### config.mk
export PLATFORM = sky130hd
export DESIGN_NAME = rv_muldiv_unit
export DESIGN_NICKNAME = d
export VERILOG_FILES = /design/src/rtl/rv_muldiv_unit.sv
export SDC_FILE = /design/constraint.sdc
export NUM_CORES = 1
export LEC_CHECK = 0
export ABC_CLOCK_PERIOD_IN_PS = 7800
export CAP_MARGIN = 10
export CELL_PAD_IN_SITES_DETAIL_PLACEMENT = 0
export CELL_PAD_IN_SITES_GLOBAL_PLACEMENT = 1
export CORE_UTILIZATION = 29
export CTS_BUF_LIST = sky130_fd_sc_hd__clkbuf_8
export DETAILED_ROUTE_END_ITERATION = 16
export PLACE_DENSITY = 0.61
export SLEW_MARGIN = 10
export SYNTH_ARGS = -nofsm -noshare
export SYNTH_HDL_FRONTEND = slang
export SYNTH_SLANG_ARGS = --single-unit
### constraint.sdc
create_clock -name clk -period 7.8 [get_ports clk]
set_input_delay 1.56 -clock clk [delete_from_list [all_inputs] [get_ports clk]]
set_output_delay 1.56 -clock clk [all_outputs]
set_load 0.1 [all_outputs]
### src/rtl/rv_muldiv_unit.sv
// rv_muldiv_unit
//   Iterative RV32M/RV64M execution unit for the EX stage. Implements
//   MUL/MULH/MULHSU/MULHU with shift-add and DIV/DIVU/REM/REMU with restoring
//   division. Both retire UNROLL bits per cycle. Divide-by-zero and signed
//   overflow are resolved at accept time and bypass the iteration entirely.
//
// Ports
//   clk, rst        clock, synchronous active-high reset
//   flush           drop any in-flight operation, return to IDLE
//   in_valid/ready  request handshake (ready only in IDLE, out of reset)
//   in_funct3       RISC-V M-extension funct3 (000 MUL .. 111 REMU)
//   in_rs1, in_rs2  operands
//   in_tag          destination tag carried with the operation
//   out_valid/ready result handshake (valid held in DONE until ready)
//   out_result      result, holds its last value while out_valid=0
//   out_tag         tag of out_result
//   busy            unit is not idle
module rv_muldiv_unit #(
  parameter int XLEN   = 32,
  parameter int UNROLL = 1,
  parameter int TAG_W  = 5
) (
  input  logic             clk,
  input  logic             rst,
  input  logic             flush,
  input  logic             in_valid,
  output logic             in_ready,
  input  logic [2:0]       in_funct3,
  input  logic [XLEN-1:0]  in_rs1,
  input  logic [XLEN-1:0]  in_rs2,
  input  logic [TAG_W-1:0] in_tag,
  output logic             out_valid,
  input  logic             out_ready,
  output logic [XLEN-1:0]  out_result,
  output logic [TAG_W-1:0] out_tag,
  output logic             busy
);

  localparam int ITERS = XLEN / UNROLL;
  localparam int CNT_W = (ITERS > 1) ? $clog2(ITERS) : 1;
  localparam logic [XLEN-1:0] MIN_INT = {1'b1, {(XLEN-1){1'b0}}};

  typedef enum logic [1:0] {IDLE, CALC, DONE} state_t;

  state_t             state, state_next;
  logic               accept;

  logic [2:0]         funct3_q;
  logic [TAG_W-1:0]   tag_q;
  logic [XLEN-1:0]    a_mag, b_mag;
  logic               neg_q, neg_r;
  logic [CNT_W-1:0]   cnt;
  // Multiply: {partial high (XLEN+1), multiplier shifting out (XLEN)}.
  // Divide:   {partial remainder (XLEN+1), dividend/quotient (XLEN)}.
  logic [2*XLEN:0]    acc;

  logic               signed1, signed2, neg1, neg2;
  logic [XLEN-1:0]    mag1, mag2;
  logic               special;
  logic [XLEN-1:0]    special_result;

  logic [2*XLEN:0]    step;
  logic [XLEN+1:0]    trial;
  logic [2*XLEN-1:0]  prod_s;
  logic [XLEN-1:0]    fix_result;

  // State register
  always_ff @(posedge clk) begin
    if (rst) state <= IDLE;
    else     state <= state_next;
  end

  // Next state and handshake outputs; flush overrides everything, and a
  // flushed cycle never accepts even though in_ready stays up.
  always_comb begin
    state_next = state;
    in_ready   = 1'b0;
    out_valid  = 1'b0;
    busy       = 1'b0;
    accept     = 1'b0;
    in_ready   = (state == IDLE) && !rst;
    busy       = (state != IDLE) && !rst;
    out_valid  = (state == DONE);
    accept     = in_valid && in_ready && !flush;
    case (state)
      IDLE:    if (accept) state_next = special ? DONE : CALC;
      CALC:    if (cnt == '0) state_next = DONE;
      DONE:    if (out_ready) state_next = IDLE;
      default: state_next = IDLE;
    endcase
    if (flush) state_next = IDLE;
  end

  // Operand decode: signedness per funct3, magnitudes, and the two cases
  // whose answer is fixed by the ISA without iterating.
  always_comb begin
    signed1 = !((in_funct3 == 3'b011) || (in_funct3[2] && in_funct3[0]));
    signed2 = (!in_funct3[2] && !in_funct3[1]) || (in_funct3[2] && !in_funct3[0]);
    neg1    = signed1 && in_rs1[XLEN-1];
    neg2    = signed2 && in_rs2[XLEN-1];
    mag1    = neg1 ? -in_rs1 : in_rs1;
    mag2    = neg2 ? -in_rs2 : in_rs2;
    special = 1'b0;
    special_result = '0;
    if (in_funct3[2]) begin
      if (in_rs2 == '0) begin
        special = 1'b1;
        special_result = in_funct3[1] ? in_rs1 : {XLEN{1'b1}};
      end else if (!in_funct3[0] && (in_rs1 == MIN_INT) && (in_rs2 == {XLEN{1'b1}})) begin
        special = 1'b1;
        special_result = in_funct3[1] ? '0 : MIN_INT;
      end
    end
  end

  // One cycle of iteration: UNROLL shift-add steps (LSB first) or UNROLL
  // restoring-division steps (MSB first). The partial field is one bit
  // wider than XLEN so the add carry / shifted remainder never overflows.
  always_comb begin
    step  = acc;
    trial = '0;
    for (int i = 0; i < UNROLL; i++) begin
      if (funct3_q[2]) begin
        step  = step << 1;
        trial = {1'b0, step[2*XLEN:XLEN]} - {2'b00, b_mag};
        if (!trial[XLEN+1]) begin
          step[2*XLEN:XLEN] = trial[XLEN:0];
          step[0] = 1'b1;
        end
      end else begin
        if (step[0]) step[2*XLEN:XLEN] = step[2*XLEN:XLEN] + {1'b0, a_mag};
        step = step >> 1;
      end
    end
  end

  // Sign fixup and result selection, registered on the CALC->DONE edge.
  always_comb begin
    prod_s     = neg_q ? -step[2*XLEN-1:0] : step[2*XLEN-1:0];
    fix_result = '0;
    if (!funct3_q[2]) begin
      fix_result = (funct3_q == 3'b000) ? prod_s[XLEN-1:0] : prod_s[2*XLEN-1:XLEN];
    end else if (funct3_q[1]) begin
      fix_result = neg_r ? -step[2*XLEN-1:XLEN] : step[2*XLEN-1:XLEN];
    end else begin
      fix_result = neg_q ? -step[XLEN-1:0] : step[XLEN-1:0];
    end
  end

  // Datapath registers. Multiply keeps the multiplicand in a_mag and shifts
  // the multiplier through acc; divide keeps the divisor in b_mag and
  // shifts the dividend through acc.
  always_ff @(posedge clk) begin
    if (rst) begin
      funct3_q   <= '0;
      tag_q      <= '0;
      a_mag      <= '0;
      b_mag      <= '0;
      neg_q      <= 1'b0;
      neg_r      <= 1'b0;
      cnt        <= '0;
      acc        <= '0;
      out_result <= '0;
      out_tag    <= '0;
    end else if (accept) begin
      funct3_q <= in_funct3;
      tag_q    <= in_tag;
      a_mag    <= mag1;
      b_mag    <= mag2;
      neg_q    <= neg1 ^ neg2;
      neg_r    <= neg1;
      cnt      <= CNT_W'(ITERS - 1);
      acc      <= {1'b0, {XLEN{1'b0}}, (in_funct3[2] ? mag1 : mag2)};
      if (special) begin
        out_result <= special_result;
        out_tag    <= in_tag;
      end
    end else if ((state == CALC) && !flush) begin
      acc <= step;
      cnt <= cnt - CNT_W'(1);
      if (cnt == '0) begin
        out_result <= fix_result;
        out_tag    <= tag_q;
      end
    end
  end

endmodule

==> key figures <==
Run status
  – Outcome: complete, no violations

Power
  – PD cells: 142 nW/um^2
  – Pwr Total: 2750 uW
  – Flop pwr share: 0.367
  – Logic pwr share: 0.368
  – Switching Fraction: 0.441
  – Psw: 1210 uW
  – Clock Power Share: 0.266
  – Largest vdd supply drop: 0.0000942 V
  – Power Internal: 1540 uW
  – Pleak: 0.00686 uW

Floorplan
  – Core Region: 58100 sq um
  – Rows: 88
  – Initial Util: 0.295
  – Io pins: 117
  – Die Span X: 245 um
  – Die height: 245 um
  – Die area: 60200 sq um

Drt
  – Final wirelength: 89.7 mm
  – 1st-iter DRT viols: 1915
  – Vias: 19267
  – Residual DRC: 0
  – Antenna Nets Post-Route: 0
  – Wire per inst: 28.2 um
  – First drt pass iteration count: 5
  – Vias per inst: 6.06

Logic synthesis
  – Synthesized cell area: 17200 sq um
  – Ranking of synthesized cells by area: dfxtp_1 (21%), a21oi_1 (6.4%), nand2_1 (5.7%), o21ai_0 (5.5%), ha_1 (5.2%)
  – Top_reg_cell synth: dfxtp_1
  – Post-synthesis instance total: 2383
  – Synthesized net count: 2533
  – Yosys top cell area share: 0.213
  – Synth cell types: 99
  – Synth Area per Inst: 7.20 sq um
  – Cell type with the largest total area after synthesis: dfxtp_1
  – FF+latch count, synth: 183
  – Post-synthesis sequential area ratio: 0.213
  – Yosys warns: 0
  – Post-synth ARST share: 0
  – Post-synth EDFFs: 0

Global route
  – First-pass GRT wire length: 128 mm
  – Vias in the first global route: 18176
  – Total global routing track utilization: 0.294
  – Grt total ovfl: 0
  – Initial antenna violation count: 7
  – Largest net degree at the start of global routing: 65

Timing
  – Fin crit period: 6.37 ns
  – Setup TNS: 0 ns
  – Max Fclk: 157 MHz
  – Unrepaired setup endpoints after global routing: false
  – Crit share post-route: 0.817
  – # setup viols final: 0
  – Worst Clk Skew: 0.0242 ns
  – Slew Limit Headroom: 0.208
  – Fin. max-slew vios: 0
  – Least-Margin Pin Slew: 1.17 ns
  – Final Hold Fails: 0

Place
  – GP Congestion: 0.960
  – DP Wirelength: 71.3 mm
  – PortBufs: 116

Worst setup path
  – CP Class: reg -> reg
  – Critical Path Slowest Stage Cell: or3_1
  – CP Buf/Inv Count: 0
  – Most frequent CP cell: a21oi_1
  – Worst Path Max Fanout: 15
  – Worst setup SP type: register
  – Largest delay share family, worst path: compound AO/OA/AOI/OAI gates
  – Worst endpoint required time: 8.35 ns
  – Worst path cell trace: ha_1 -> a21oi_1 -> o21ai_1 -> a21o_1 -> o31a_2 -> o21ai_4 -> o21ai_0 -> a21oi_1 -> ha_1 -> nand2_1 -> or3_1 -> o211ai_2 -> o311ai_1 -> or3_1 -> o41ai_1 -> a22oi_1 -> mux2i_1 -> o21ai_1 -> a21oi_1
  – Worst setup EP type: register
  – Max incr delay on CP: 0.61 ns
  – Critical path arrival: 6.92 ns

Cells and area
  – Area growth, synth to finish: 12.8%
  – Final nets: 2550
  – Layout cells sized above 1: 0.0646

Clock tree
  – Setup Buffers After CTS: 0
  – CTS root buf: clkbuf_8
  – # H-tree levels: 4
  – Sink Count: 183
  – Clock latency on the worst-skew pair: 0.62 ns
  – CTS buffer count: 17
  – CTS resizes: 0
  – CTS Buffer Depth: 2
  – Clock slew at reported path FFs: 0.12 ns
  – TritonCTS clock tree: built
  – CTS Hold Bufs: 0

Job
  – Max_cap viols: 0

Hold path
  – Hold Crit Class: reg -> reg
routing by layer:
layer / track usage / wire length (um)
met1: 0.396 / 40200
met2: 0.476 / 41200
met3: 0.0432 / 5680
met4: 0.0963 / 2630
met5: 0 / 0
registers in the layout, summed over array words and instances, names as in the netlist:
signal / count
state: 2
a_mag: 32
funct3_q: 3
neg_q: 1
cnt: 5
neg_r: 1
b_mag: 32
out_tag: 5
acc: 65
out_result: 32
tag_q: 5
worst min-delay path, stage by stage (launching register included):
cell and delay [ns]:
dfxtp_1 0.33, nand2_1 0.05, a21oi_1 0.05
placed cells by master (no fill, tap or decap), types with 16 or more instances in the layout:
cell             instances
buf_4                   36
nor2_1                 222
o211ai_1                46
inv_1                   72
nand2b_1                21
nor2b_1                 16
or3_1                   38
nor4_1                  18
a31oi_1                 25
o21a_1                  20
mux2i_1                 27
a21o_1                  23
o21ai_0                187
xnor2_1                 86
nand4_1                 22
mux2_2                  28
a22oi_1                 23
nand3_1                 79
nor3_1                  60
ha_1                    71
dfxtp_1                181
o31ai_1                 60
a21oi_1                221
xor2_1                  88
clkdlybuf4s50_1        114
a211oi_1                54
nand2_1                259
a221oi_1                23
clkbuf_8                17
cell families after synthesis:
family	after synthesis	synth area share
adder cells (fa/ha/maj)	73	0.0541
multiplexers	55	0.0341
buffers and inverters	227	0.0518
XOR/XNOR	174	0.0888
AO/OA/AOI/OAI	851	0.331
AND/OR/NAND/NOR	820	0.226
flip-flops	183	0.213
path summary, 6_finish.rpt:
check / endpoint / slack, ns / depth (start not counted) / start
setup / recovery: out_result[22]$_SDFFE_PP0P_ / 1.43 / 19 / acc[39]$_SDFFE_PP0P_
setup reg to reg: out_result[22]$_SDFFE_PP0P_ / 1.43 / 19 / acc[39]$_SDFFE_PP0P_
hold reg to reg: out_result[1]$_SDFFE_PP0P_ / 0.47 / 2 / out_result[1]$_SDFFE_PP0P_
hold / removal: out_result[1]$_SDFFE_PP0P_ / 0.47 / 2 / out_result[1]$_SDFFE_PP0P_
synth_stat cells (all sizes together) (15+ instances only):
library cell and instances:
nand2 260, nor2 225, a21oi 224, o21ai 195
dfxtp 183, clkbuf 113, xor2 88, xnor2 86
nand3 80, ha 71, inv 71, nor3 63
o31ai 61, a211oi 56, o211ai 47, buf 40
or3 39, mux2 28, mux2i 27, a31oi 26
a21o 24, a221oi 23, a22oi 23, nand4 23
nand2b 21, a311oi 20, nor4 20, o21a 20
and3 16, nor2b 16, o221ai 15
cell type report:
cell class | instances | area [sq um]
fillers | 6387 | 38800
multi-input cells | 1973 | 12600
flip-flops and latches | 183 | 3670
repair buffers | 151 | 1420
well taps | 765 | 957
inverters | 74 | 278
clock buffers | 17 | 234
clock inverters | 15 | 163
diodes | 3 | 7.51
power groups by stage:
stage	sequential (uW)	combinational, uW	clock [uW]
finish	1010	1010	729
global route	1010	1060	774
CTS	1010	987	746
detailed placement	1030	983	0
global placement	1030	987	0
floorplan	1020	584	0
stage by stage:
stage	cell area, sq um	std cells	hold WS, ns	util	worst slack, ns
global placement	19000	3146	0.451	0.326	1.47
detailed placement	19000	3146	0.454	0.326	1.59
finish	19400	3181	0.467	0.333	1.43
CTS	19400	3178	0.471	0.333	1.57
floorplan	17200	2383	0.432	-	2.05
global route	19400	3179	0.484	0.333	1.10
Note: power is estimated with default switching activity, not from simulation.
